===== src/rtl/acq_timing_manager.sv =====
// Divides the PWM-carrier qualifier into an acquisition trigger, timestamps the
// done edges of enabled sensor channels and raises a latched scheduler interrupt.
// Optional macro TIMING_MGR_TIMEOUT_EN adds window timeout, ch_missed and timeout_flag.
module acq_timing_manager #(
    parameter int NUM_CH  = 6,
    parameter int CNT_W   = 16,
    parameter int RATIO_W = 16
) (
    input  logic                    clk,
    input  logic                    rst_n,
    input  logic                    event_qualifier,
    input  logic [RATIO_W-1:0]      user_ratio,
    input  logic [NUM_CH-1:0]       en_bits,
    input  logic [NUM_CH-1:0]       done,
    input  logic [CNT_W-1:0]        timeout_limit,
    input  logic                    reset_sched_isr,
    output logic                    trigger,
    output logic [NUM_CH-1:0]       en_out,
    output logic [NUM_CH*CNT_W-1:0] ch_time,
    output logic                    sched_isr,
    output logic                    busy,
    output logic [NUM_CH-1:0]       ch_missed,
    output logic                    timeout_flag,
    output logic                    overrun_flag
);
    typedef enum logic {IDLE = 1'b0, ACQ = 1'b1} state_t;

    state_t             r_state, w_state_next;
    logic [RATIO_W-1:0] r_count;
    logic               r_trigger;
    logic [NUM_CH-1:0]  r_done_ff;
    logic [NUM_CH-1:0]  r_en;
    logic [NUM_CH-1:0]  r_captured;
    logic [CNT_W-1:0]   r_timer;
    logic [CNT_W-1:0]   r_ch_time [NUM_CH];
    logic               r_isr;
    logic               r_overrun;
    logic               r_timeout;
    logic [NUM_CH-1:0]  r_missed;

    logic [NUM_CH-1:0]  w_new;
    logic [NUM_CH-1:0]  w_cov;
    logic               w_in_acq;
    logic               w_restart;
    logic               w_complete;
    logic               w_tmo;

    always_ff @(posedge clk or negedge rst_n) begin
        if (!rst_n) begin
            r_count   <= '0;
            r_trigger <= 1'b0;
        end else if (event_qualifier) begin
            if (r_count == user_ratio) begin
                r_count   <= '0;
                r_trigger <= 1'b1;
            end else begin
                r_count   <= r_count + 1'b1;
                r_trigger <= 1'b0;
            end
        end else begin
            r_trigger <= 1'b0;
        end
    end

    always_ff @(posedge clk or negedge rst_n) begin
        if (!rst_n) r_state <= IDLE;
        else        r_state <= w_state_next;
    end

    // A trigger always wins over completion/timeout in the same cycle: the window restarts.
    always_comb begin
        w_in_acq   = (r_state == ACQ);
        w_new      = done & ~r_done_ff & r_en & ~r_captured;
        w_cov      = r_captured | w_new;
        w_restart  = r_trigger && (w_in_acq || (en_bits != '0));
        w_complete = w_in_acq && !r_trigger && ((w_cov & r_en) == r_en);
`ifdef TIMING_MGR_TIMEOUT_EN
        w_tmo      = w_in_acq && !r_trigger && !w_complete &&
                     (timeout_limit != '0) && (r_timer == timeout_limit);
`else
        w_tmo      = 1'b0;
`endif
        w_state_next = r_state;
        if (r_trigger)
            w_state_next = (en_bits != '0) ? ACQ : IDLE;
        else if (w_complete || w_tmo)
            w_state_next = IDLE;
    end

    always_ff @(posedge clk or negedge rst_n) begin
        if (!rst_n) begin
            r_done_ff  <= '0;
            r_en       <= '0;
            r_captured <= '0;
            r_timer    <= '0;
        end else begin
            r_done_ff <= done;
            if (w_restart) begin
                r_en       <= en_bits;
                r_captured <= '0;
                r_timer    <= '0;
            end else if (w_in_acq) begin
                r_captured <= w_cov;
                if (r_timer != '1) r_timer <= r_timer + 1'b1;
            end
        end
    end

    generate
        for (genvar gi = 0; gi < NUM_CH; gi++) begin : g_ch
            always_ff @(posedge clk or negedge rst_n) begin
                if (!rst_n)
                    r_ch_time[gi] <= '0;
                else if (w_in_acq && !r_trigger && w_new[gi])
                    r_ch_time[gi] <= r_timer;
            end
            assign ch_time[gi*CNT_W +: CNT_W] = r_ch_time[gi];
        end
    endgenerate

    always_ff @(posedge clk or negedge rst_n) begin
        if (!rst_n) begin
            r_isr     <= 1'b0;
            r_overrun <= 1'b0;
            r_timeout <= 1'b0;
            r_missed  <= '0;
        end else begin
            if (w_complete || w_tmo) r_isr <= 1'b1;
            else if (reset_sched_isr) r_isr <= 1'b0;
            if (r_trigger && w_in_acq) r_overrun <= 1'b1;
            else if (reset_sched_isr)  r_overrun <= 1'b0;
            if (w_tmo) begin
                r_timeout <= 1'b1;
                r_missed  <= r_missed | (r_en & ~w_cov);
            end else if (reset_sched_isr) begin
                r_timeout <= 1'b0;
                r_missed  <= '0;
            end
        end
    end

`ifndef TIMING_MGR_TIMEOUT_EN
    logic w_unused_tlim;
    assign w_unused_tlim = ^timeout_limit;
`endif

    assign trigger      = r_trigger;
    assign en_out       = r_en;
    assign sched_isr    = r_isr;
    assign busy         = w_in_acq;
    assign overrun_flag = r_overrun;
    assign timeout_flag = r_timeout;
    assign ch_missed    = r_missed;
endmodule

===== config.mk =====
export PLATFORM = sky130hd
export DESIGN_NAME = acq_timing_manager
export DESIGN_NICKNAME = d
export VERILOG_FILES = /design/src/rtl/acq_timing_manager.sv
export SDC_FILE = /design/constraint.sdc
export NUM_CORES = 1
export LEC_CHECK = 0
export CAP_MARGIN = 40
export CELL_PAD_IN_SITES_DETAIL_PLACEMENT = 1
export CELL_PAD_IN_SITES_GLOBAL_PLACEMENT = 1
export CORE_MARGIN = 2
export CORE_UTILIZATION = 42
export CTS_CLUSTER_DIAMETER = 120
export DETAILED_ROUTE_END_ITERATION = 6
export PLACE_DENSITY_LB_ADDON = 0.12
export SYNTH_ARGS = -nofsm -noshare
export SYNTH_HDL_FRONTEND = slang
export SYNTH_SLANG_ARGS = --single-unit

===== constraint.sdc =====
create_clock -name clk -period 3.05 [get_ports clk]
set_input_delay 0.61 -clock clk [delete_from_list [all_inputs] [get_ports clk]]
set_output_delay 0.61 -clock clk [all_outputs]
set_load 0.05 [all_outputs]

==> results of run 1 <==
## power by group through the flow
| stage | clock network (mW) | registers (mW) | logic (mW) |
|---|---|---|---|
| finish | 2.12 | 2.29 | 0.646 |
| global route | 2.26 | 2.32 | 0.702 |
| CTS | 2.17 | 2.30 | 0.658 |
| detailed placement | 0 | 2.33 | 0.655 |
| global placement | 0 | 2.31 | 0.623 |
| floorplan | 0 | 2.40 | 0.293 |
## stage by stage
step / power, mW / utilization
5_1_grt: 5.28 / 0.570
6_report: 5.06 / 0.570
2_1_floorplan: 2.70 / -
3_5_place_dp: 2.98 / 0.531
4_1_cts: 5.13 / 0.570
3_3_place_gp: 2.94 / 0.531
## cells in the final DEF, fill, tap and decap left out, types with 10 or more instances in the layout
cell type,n
dfrtp_1,150
clkdlybuf4s50_1,136
mux2_2,86
nand2_1,38
nor2_1,31
xnor2_1,24
clkbuf_16,17
o21ai_0,13
buf_4,13
nand4_1,10
nand3_1,10
a31oi_1,10
## flip-flops by register name (all words and copies together) (netlist names)
signal,count
sched_isr,1
ch_time,96
r_done_ff,6
overrun_flag,1
en_out,6
busy,1
r_captured,6
r_timer,16
trigger,1
r_count,16
## layer usage
metal / share of wire / track usage / wire (um)
met2: 0.49 / 0.357 / 8220
met4: 0.017 / 0.0774 / 291
met3: 0.041 / 0.0428 / 677
met5: 0 / 0 / 0
met1: 0.45 / 0.287 / 7520
## path summary, 6_finish.rpt
| kind | start | end | slack, ns | depth (start not counted) |
|---|---|---|---|---|
| worst max register to register | r_timer[0]$_DFFE_PN0P_ | r_timer[8]$_DFFE_PN0P_ | 0.82 | 6 |
| worst min register to register | ch_time[88]$_DFFE_PN0P_ | ch_time[88]$_DFFE_PN0P_ | 0.50 | 1 |
| worst max-delay path | trigger$_DFF_PN0_ | trigger | 0.52 | 1 |
| max in group asynchronous | rst_n | ch_time[16]$_DFFE_PN0P_ | 2.29 | 2 |
| worst min-delay path | rst_n | ch_time[10]$_DFFE_PN0P_ | 0.02 | 1 |
| min in group clk | ch_time[88]$_DFFE_PN0P_ | ch_time[88]$_DFFE_PN0P_ | 0.50 | 1 |
## area by class of cell
cell class / count / area share
Clock buffer: 22 / 0.0545
Clock inverter: 9 / 0.0144
Inverter: 9 / 0.00388
Multi-Input combinational cell: 319 / 0.294
Sequential cell: 150 / 0.431
Tap cell: 211 / 0.0303
Timing Repair Buffer: 151 / 0.171
## kinds of logic after synthesis
family,after synthesis,synth area share
adder cells (fa/ha/maj),2,0.00381
buffers and inverters,48,0.0408
AO/OA/AOI/OAI,54,0.0612
XOR/XNOR,32,0.0427
AND/OR/NAND/NOR,133,0.120
other,1,0.000572
multiplexers,91,0.158
flip-flops,150,0.572
==> results.sh, run 1 <==
export IMPL_status="complete, no violations"
export IMPL_die_w_um=129
export IMPL_synthMostInstantiatedCell="dfrtp_1"
export IMPL_fin_cells=871
export IMPL_dr_pass1_iters=4
export IMPL_gr_total_overflow=0
export IMPL_grt_max_degree=95
export IMPL_hold_ws_ns=0.0199
export IMPL_critPathSlowestCell="clkdlybuf4s50_1"
export IMPL_clock_latency_ns=0.42
export IMPL_place_inst=840
export IMPL_vias_per_cell=5.17
export IMPL_cp_end_kind="output pin"
export IMPL_grt_pass1_vias=5007
export IMPL_die_area_um2=16600
export IMPL_synth_top_area_share=0.572
export IMPL_cts_root_buffer="clkbuf_16"
export IMPL_port_buffers=137
export IMPL_cts_hold_buffers_added=0
export IMPL_rsz0062_at_grt="false"
export IMPL_grt_total_usage=0.217
export IMPL_postCtsSetupBuffers=0
export IMPL_startpoint_type="flop"
export IMPL_netlist_top_cells_count="150 x dfrtp_1, 86 x mux2_2, 38 x nand2_1"
export IMPL_wl_per_cell_um=19.2
export IMPL_antenna_found_initial=0
export IMPL_crit_buf_inv=1
export IMPL_num_vias=4505
export IMPL_critPathKind="flop to output pin"
export IMPL_setup_violations=0
export IMPL_irDropWorstVdd_mv=0.369
export IMPL_fin_crit_ns=2.53
export IMPL_nNetsFinal=698
export IMPL_setup_tns_ns=0
export IMPL_die_height_um=129
export IMPL_power_density_nw_per_um2=582
export IMPL_fin_ws_ns=0.524
export IMPL_synth_warnings=0
export IMPL_hold_viol=0
export IMPL_multi_input_area_um2=2560
export IMPL_power_switching_mw=1.36
export IMPL_crit_chain="clkdlybuf4s50_1"
export IMPL_hp_class="input port to async pin"
export IMPL_async_flop_share=1.00
export IMPL_syn_area_um2=6560
export IMPL_synth_area_leader_cell="dfrtp_1"
export IMPL_pwr_share_comb=0.128
export IMPL_drc_errors=0
export IMPL_leakagePower_nw=4.01
export IMPL_skew_ns=0.00508
export IMPL_max_stage_delay_ns=0.89
export IMPL_maxCapViolCount=0
export IMPL_regArea_um2=3750
export IMPL_start_util=0.430
export IMPL_wirelength_um=16700
export IMPL_crit_fanout=10
export IMPL_min_period_over_period=0.828
export IMPL_cts_max_path_buffers=2
export IMPL_timing_final_max_slew_violations=0
export IMPL_n_antenna_cell=0
export IMPL_synthTopCellsByArea="dfrtp_1 57%, mux2_2 15%, xnor2_1 3.2%, nand2_1 2.2%, nor2_1 1.8%"
export IMPL_globalplace_congestion=0.781
export IMPL_critical_path_arrival_ns=1.92
export IMPL_ios=161
export IMPL_drive_above_1_share=0.232
export IMPL_ys_ff_latch=150
export IMPL_tightest_slew_ns=0.550
export IMPL_cts_sinks=150
export IMPL_clk_pin_slew_worst_paths_ns=0.06
export IMPL_synth_edf_count=0
export IMPL_seqPwrFrac=0.453
export IMPL_coreArea_um2=15300
export IMPL_grt_pass1_wl_um=27400
export IMPL_dp_slack_ns=0.354
export IMPL_relSlewSlack=0.632
export IMPL_htree_levels=4
export IMPL_n_fill_cell=1556
export IMPL_p_int_mw=3.70
export IMPL_cts_tree="built"
export IMPL_synth_avg_cell_area_um2=12.8
export IMPL_path_delay_family="buffers and inverters"
export IMPL_synthFlopType="dfrtp_1"
export IMPL_dr_first_iter_drc_count=252
export IMPL_required_ns=2.44
export IMPL_fin_area_um2=8700
export IMPL_cts_resized=0
export IMPL_fp_row_count=45
export IMPL_switching_share=0.268
export IMPL_antenna_left=0
export IMPL_synthToLayoutAreaGrowth_pct=32.7
export IMPL_numCtsBuffers=17
export IMPL_synth_distinct_cells=55
export IMPL_dp_hpwl_um=11500
export IMPL_synth_cells=511
export IMPL_pwr_share_clk=0.419
export IMPL_dpl_instance_area_um2=8100
export IMPL_max_clock_freq_mhz=396
export IMPL_seq_area_frac_synth=0.572
No activity file was read; power rests on OpenSTA's default activity.
==> run 2, diff against run 1 <==
--- a/config.mk
+++ b/config.mk
@@ -9,7 +9,7 @@
 export CELL_PAD_IN_SITES_DETAIL_PLACEMENT = 1
 export CELL_PAD_IN_SITES_GLOBAL_PLACEMENT = 1
 export CORE_MARGIN = 2
-export CORE_UTILIZATION = 42
+export CORE_UTILIZATION = 36
 export CTS_CLUSTER_DIAMETER = 120
 export DETAILED_ROUTE_END_ITERATION = 6
 export PLACE_DENSITY_LB_ADDON = 0.12
==> constraint.sdc (replaced) <==
create_clock -name clk -period 2.1 [get_ports clk]
set_input_delay 0.42 -clock clk [delete_from_list [all_inputs] [get_ports clk]]
set_output_delay 0.42 -clock clk [all_outputs]
set_load 0.05 [all_outputs]
==> results.sh, run 2 (synthesis results as in run 1) <==
export IMPL_status="complete, no violations"
export IMPL_fin_area_um2=9030
export IMPL_wl_per_cell_um=18.1
export IMPL_numCtsBuffers=17
export IMPL_port_buffers=137
export IMPL_crit_chain="clkdlybuf4s50_1"
export IMPL_largest_reg_flops=96
export IMPL_irDropWorstVdd_mv=0.595
export IMPL_min_period_over_period=0.962
export IMPL_nNetsFinal=727
export IMPL_multi_input_area_um2=2560
export IMPL_fin_ws_ns=0.0803
export IMPL_required_ns=1.68
export IMPL_crit_fanout=2
export IMPL_hp_class="input port to flop"
export IMPL_power_density_nw_per_um2=831
export IMPL_final_cell_mix="150 x dfrtp_1, 128 x clkdlybuf4s50_1, 86 x mux2_2"
export IMPL_dp_slack_ns=-0.262
export IMPL_die_area_um2=19300
export IMPL_drive_above_1_share=0.266
export IMPL_grt_pass1_wl_um=26900
export IMPL_startpoint_type="flop"
export IMPL_ios=161
export IMPL_cp_end_kind="output pin"
export IMPL_cts_tree="built"
export IMPL_dpl_instance_area_um2=8420
export IMPL_vias_per_cell=5.01
export IMPL_dr_first_iter_drc_count=139
export IMPL_cts_root_buffer="clkbuf_16"
export IMPL_dp_hpwl_um=12200
export IMPL_globalplace_congestion=0.792
export IMPL_grt_total_usage=0.176
export IMPL_synthToLayoutAreaGrowth_pct=37.7
export IMPL_power_switching_mw=1.97
export IMPL_seqPwrFrac=0.430
export IMPL_regArea_um2=3750
export IMPL_maxCapViolCount=0
export IMPL_max_clock_freq_mhz=495
export IMPL_htree_levels=4
export IMPL_start_util=0.366
export IMPL_final_core_util=0.504
export IMPL_critPathSlowestCell="clkdlybuf4s50_1"
export IMPL_postCtsSetupBuffers=0
export IMPL_clk_pin_slew_worst_paths_ns=0.06
export IMPL_grt_pass1_vias=4910
export IMPL_cts_max_path_buffers=2
export IMPL_fin_crit_ns=2.02
export IMPL_hold_viol=0
export IMPL_antenna_found_initial=0
export IMPL_antenna_left=0
export IMPL_drc_errors=0
export IMPL_p_int_mw=5.53
export IMPL_skew_ns=0.00698
export IMPL_num_vias=4595
export IMPL_mostFrequentLayoutCell="dfrtp_1"
export IMPL_relSlewSlack=0.639
export IMPL_cts_sinks=150
export IMPL_die_height_um=139
export IMPL_fp_row_count=49
export IMPL_coreArea_um2=17900
export IMPL_critical_path_arrival_ns=1.60
export IMPL_die_w_um=139
export IMPL_gr_total_overflow=0
export IMPL_critPathKind="flop to output pin"
export IMPL_n_fill_cell=1831
export IMPL_timing_final_max_slew_violations=0
export IMPL_n_antenna_cell=0
export IMPL_pwr_share_comb=0.147
export IMPL_dr_pass1_iters=6
export IMPL_tightest_slew_ns=0.542
export IMPL_wirelength_um=16600
export IMPL_path_delay_family="buffers and inverters"
export IMPL_setup_violations=0
export IMPL_max_stage_delay_ns=0.82
export IMPL_crit_buf_inv=1
export IMPL_switching_share=0.263
export IMPL_leakagePower_nw=4.21
export IMPL_pwr_share_clk=0.423
export IMPL_rsz0062_at_grt="false"
export IMPL_grt_max_degree=56
export IMPL_r2r_slack_ns=0.23
export IMPL_clock_latency_ns=0.41
[run 2: changes by cell type in the layout (fill, tap and decap cells not counted), sizes merged]
| cell | before | now |
|---|---|---|
| clkinvlp | 2 | 1 |
| clkbuf | 22 | 21 |
| bufinv | 3 | 4 |
| clkdlybuf4s50 | 136 | 128 |
| buf | 15 | 46 |
| dlygate4sd3 | 0 | 1 |
| dlygate4sd2 | 0 | 5 |
[run 2: cell type report]
type / count / share of cell area
tap: 229 / 0.0317
timing repair buffer: 180 / 0.198
clock inverter: 9 / 0.0168
clock buffer: 21 / 0.0510
multi-input combinational: 319 / 0.284
sequential: 150 / 0.416
inverter: 9 / 0.00374
[run 2: metrics by stage]
stage          power, mW  cells  hold slack, ns  setup TNS, ns
2_1_floorplan       3.91    517           0.124              0
3_3_place_gp        4.35    886           0.425          -3.00
3_5_place_dp        4.40    886           0.430          -4.69
4_1_cts             7.60    917           0.458              0
5_1_grt             7.85    917           0.466              0
6_report            7.50    917           0.469              0
[run 2: power groups by stage]
stage,registers (mW),logic [mW],clock network [mW]
3_5_place_dp,3.28,1.12,0
5_1_grt,3.25,1.20,3.39
4_1_cts,3.23,1.12,3.25
3_3_place_gp,3.27,1.08,0
6_report,3.23,1.11,3.17
2_1_floorplan,3.49,0.425,0
[run 2: worst reg2reg max path: stages (launching register included)]
cell	delay [ns]
dfrtp_1	0.54
nand3_1	0.22
nor4_4	0.35
a211oi_1	0.14
buf_4	0.21
a211oi_1	0.22
a31o_2	0.14
[run 2: metal layers]
metal	global-route usage	vias up	wire [um]
met2	0.304	100	8340
met1	0.225	2381	7520
met4	0.0452	0	138
li1	-	2105	-
met3	0.0387	9	627
met5	0	-	0
[run 2: repair_timing]
item / in CTS / in global routing
gates resized for setup: 5 / 0
hold endpoints to repair: 41 / 0
endpoints found under the setup margin: 5 / 0
hold buffers: 1 / 0
[run 2: worst paths after layout]
| check | endpoint | cells past startpoint | startpoint |
|---|---|---|---|
| max in group asynchronous | ch_time[3]$_DFFE_PN0P_ | 3 | rst_n |
| hold reg to reg | ch_time[47]$_DFFE_PN0P_ | 1 | ch_time[47]$_DFFE_PN0P_ |
| hold / removal | r_done_ff[4]$_DFF_PN0_ | 1 | done[4] |
| setup / recovery | ch_time[70] | 1 | ch_time[70]$_DFFE_PN0P_ |
| min in group asynchronous | ch_time[42]$_DFFE_PN0P_ | 2 | rst_n |
| setup reg to reg | r_timer[11]$_DFFE_PN0P_ | 6 | r_timer[13]$_DFFE_PN0P_ |
==> run 3, diff against run 2 <==
--- a/config.mk
+++ b/config.mk
@@ -8,7 +8,7 @@
 export CAP_MARGIN = 40
 export CELL_PAD_IN_SITES_DETAIL_PLACEMENT = 1
 export CELL_PAD_IN_SITES_GLOBAL_PLACEMENT = 1
-export CORE_MARGIN = 2
+export CORE_MARGIN = 5
 export CORE_UTILIZATION = 36
 export CTS_CLUSTER_DIAMETER = 120
 export DETAILED_ROUTE_END_ITERATION = 6
==> results.sh, run 3 (synthesis results as in run 1) <==
export IMPL_status="complete, no violations"
export IMPL_final_core_util=0.503
export IMPL_die_height_um=145
export IMPL_leakagePower_nw=4.20
export IMPL_clk_pin_slew_worst_paths_ns=0.06
export IMPL_n_fill_cell=1839
export IMPL_grt_total_usage=0.169
export IMPL_cts_tree="built"
export IMPL_grt_pass1_wl_um=29000
export IMPL_gr_total_overflow=0
export IMPL_setup_tns_ns=0
export IMPL_globalplace_congestion=0.790
export IMPL_min_period_over_period=0.973
export IMPL_max_clock_freq_mhz=489
export IMPL_nNetsFinal=728
export IMPL_startpoint_type="flop"
export IMPL_maxCapViolCount=0
export IMPL_drc_errors=0
export IMPL_coreArea_um2=18000
export IMPL_irDropWorstVdd_mv=0.536
export IMPL_postCtsSetupBuffers=0
export IMPL_max_stage_delay_ns=0.82
export IMPL_multi_input_area_um2=2560
export IMPL_mostFrequentLayoutCell="dfrtp_1"
export IMPL_cts_max_path_buffers=2
export IMPL_whs_path_depth=1
export IMPL_path_delay_family="buffers and inverters"
export IMPL_regArea_um2=3750
export IMPL_antenna_found_initial=0
export IMPL_finalPower_mw=7.50
export IMPL_num_vias=4578
export IMPL_critical_path_arrival_ns=1.62
export IMPL_hold_viol=0
export IMPL_r2r_slack_ns=0.28
export IMPL_dr_first_iter_drc_count=159
export IMPL_fin_cells=920
export IMPL_n_antenna_cell=0
export IMPL_critPathKind="flop to output pin"
export IMPL_grt_pass1_vias=5234
export IMPL_timing_final_max_slew_violations=0
export IMPL_cts_root_buffer="clkbuf_16"
export IMPL_fin_crit_ns=2.04
export IMPL_antenna_left=0
export IMPL_wirelength_um=17100
export IMPL_cp_startpoint="ch_time[90]$_DFFE_PN0P_"
export IMPL_numCtsBuffers=17
export IMPL_worstHoldStart="done[5]"
export IMPL_power_density_nw_per_um2=831
export IMPL_port_buffers=137
export IMPL_dpl_instance_area_um2=8410
export IMPL_crit_fanout=2
export IMPL_holdPathEnd="r_done_ff[5]$_DFF_PN0_"
export IMPL_required_ns=1.68
export IMPL_start_util=0.365
export IMPL_dr_pass1_iters=4
export IMPL_crit_buf_inv=1
export IMPL_rr_worst_depth=5
export IMPL_die_w_um=145
export IMPL_tightest_slew_ns=0.525
export IMPL_dp_hpwl_um=12600
export IMPL_htree_levels=4
export IMPL_setup_violations=0
export IMPL_worstReg2RegEnd="ch_time[90]$_DFFE_PN0P_"
export IMPL_fin_area_um2=9030
export IMPL_wl_per_cell_um=18.5
export IMPL_timing_rr_start="busy$_DFFE_PN0P_"
export IMPL_fp_row_count=49
export IMPL_critPathSlowestCell="clkdlybuf4s50_1"
export IMPL_vias_per_cell=4.98
export IMPL_synthToLayoutAreaGrowth_pct=37.6
export IMPL_crit_chain="clkdlybuf4s50_1"
export IMPL_grt_max_degree=43
export IMPL_largest_reg_flops=96
export IMPL_place_inst=887
export IMPL_die_area_um2=21000
export IMPL_final_cell_mix="150 x dfrtp_1, 128 x clkdlybuf4s50_1, 86 x mux2_2"
export IMPL_ios=161
export IMPL_skew_ns=0.00635
export IMPL_clock_latency_ns=0.42
export IMPL_hp_class="input port to flop"
export IMPL_cp_end_kind="output pin"
export IMPL_cts_sinks=150
export IMPL_drive_above_1_share=0.274
export IMPL_relSlewSlack=0.649
export IMPL_rsz0062_at_grt="false"
-- run 3: changes by cell type in the layout (fill, tap and decap cells not counted), sizes merged --
cell / delta
inv: +3
clkbuf: -2
dlygate4sd2: -2
buf: +3
bufinv: -1
clkinvlp: +2
-- run 3: timing repair --
action | in CTS | in global routing
setup endpoints to repair | 3 | 0
hold buffers | 1 | 0
endpoints found under the hold margin | 39 | 0
resized for setup | 3 | 0
-- run 3: report_power, final --
group,switching [mW],internal [mW]
clock,1.25,1.92
sequential,0.164,3.06
combinational,0.673,0.433
total,2.08,5.41
-- run 3: metal layers --
metal / part of all wire / global-route usage
met2: 0.50 / 0.284
met5: 0 / 0
met3: 0.039 / 0.0390
met4: 0.011 / 0.0466
met1: 0.45 / 0.219
-- run 3: worst max path at each step --
| stage | end | slack [ns] | cells past startpoint |
|---|---|---|---|
| global route | r_timer[13]$_DFFE_PN0P_ | 0.008 | 6 |
| floorplan | ch_time[41]$_DFFE_PN0P_ | 0.07 | 6 |
| finish | ch_time[90] | 0.06 | 1 |
| CTS | ch_time[43] | 0.03 | 1 |
| detailed placement | r_timer[13]$_DFFE_PN0P_ | -0.36 | 6 |
| global placement | r_timer[13]$_DFFE_PN0P_ | -0.24 | 6 |
-- run 3: stage by stage --
stage | setup slack (ns) | hold slack [ns]
4_1_cts | 0.0270 | 0.449
5_1_grt | 0.00808 | 0.452
2_1_floorplan | 0.0723 | 0.124
6_report | 0.0563 | 0.464
3_3_place_gp | -0.241 | 0.361
3_5_place_dp | -0.357 | 0.369
-- run 3: area by class of cell --
type	instances	share of cell area
Sequential cell	150	0.416
Multi-Input combinational cell	319	0.284
Timing Repair Buffer	181	0.197
Clock buffer	19	0.0491
Tap cell	229	0.0317
Clock inverter	13	0.0191
Inverter	9	0.00374
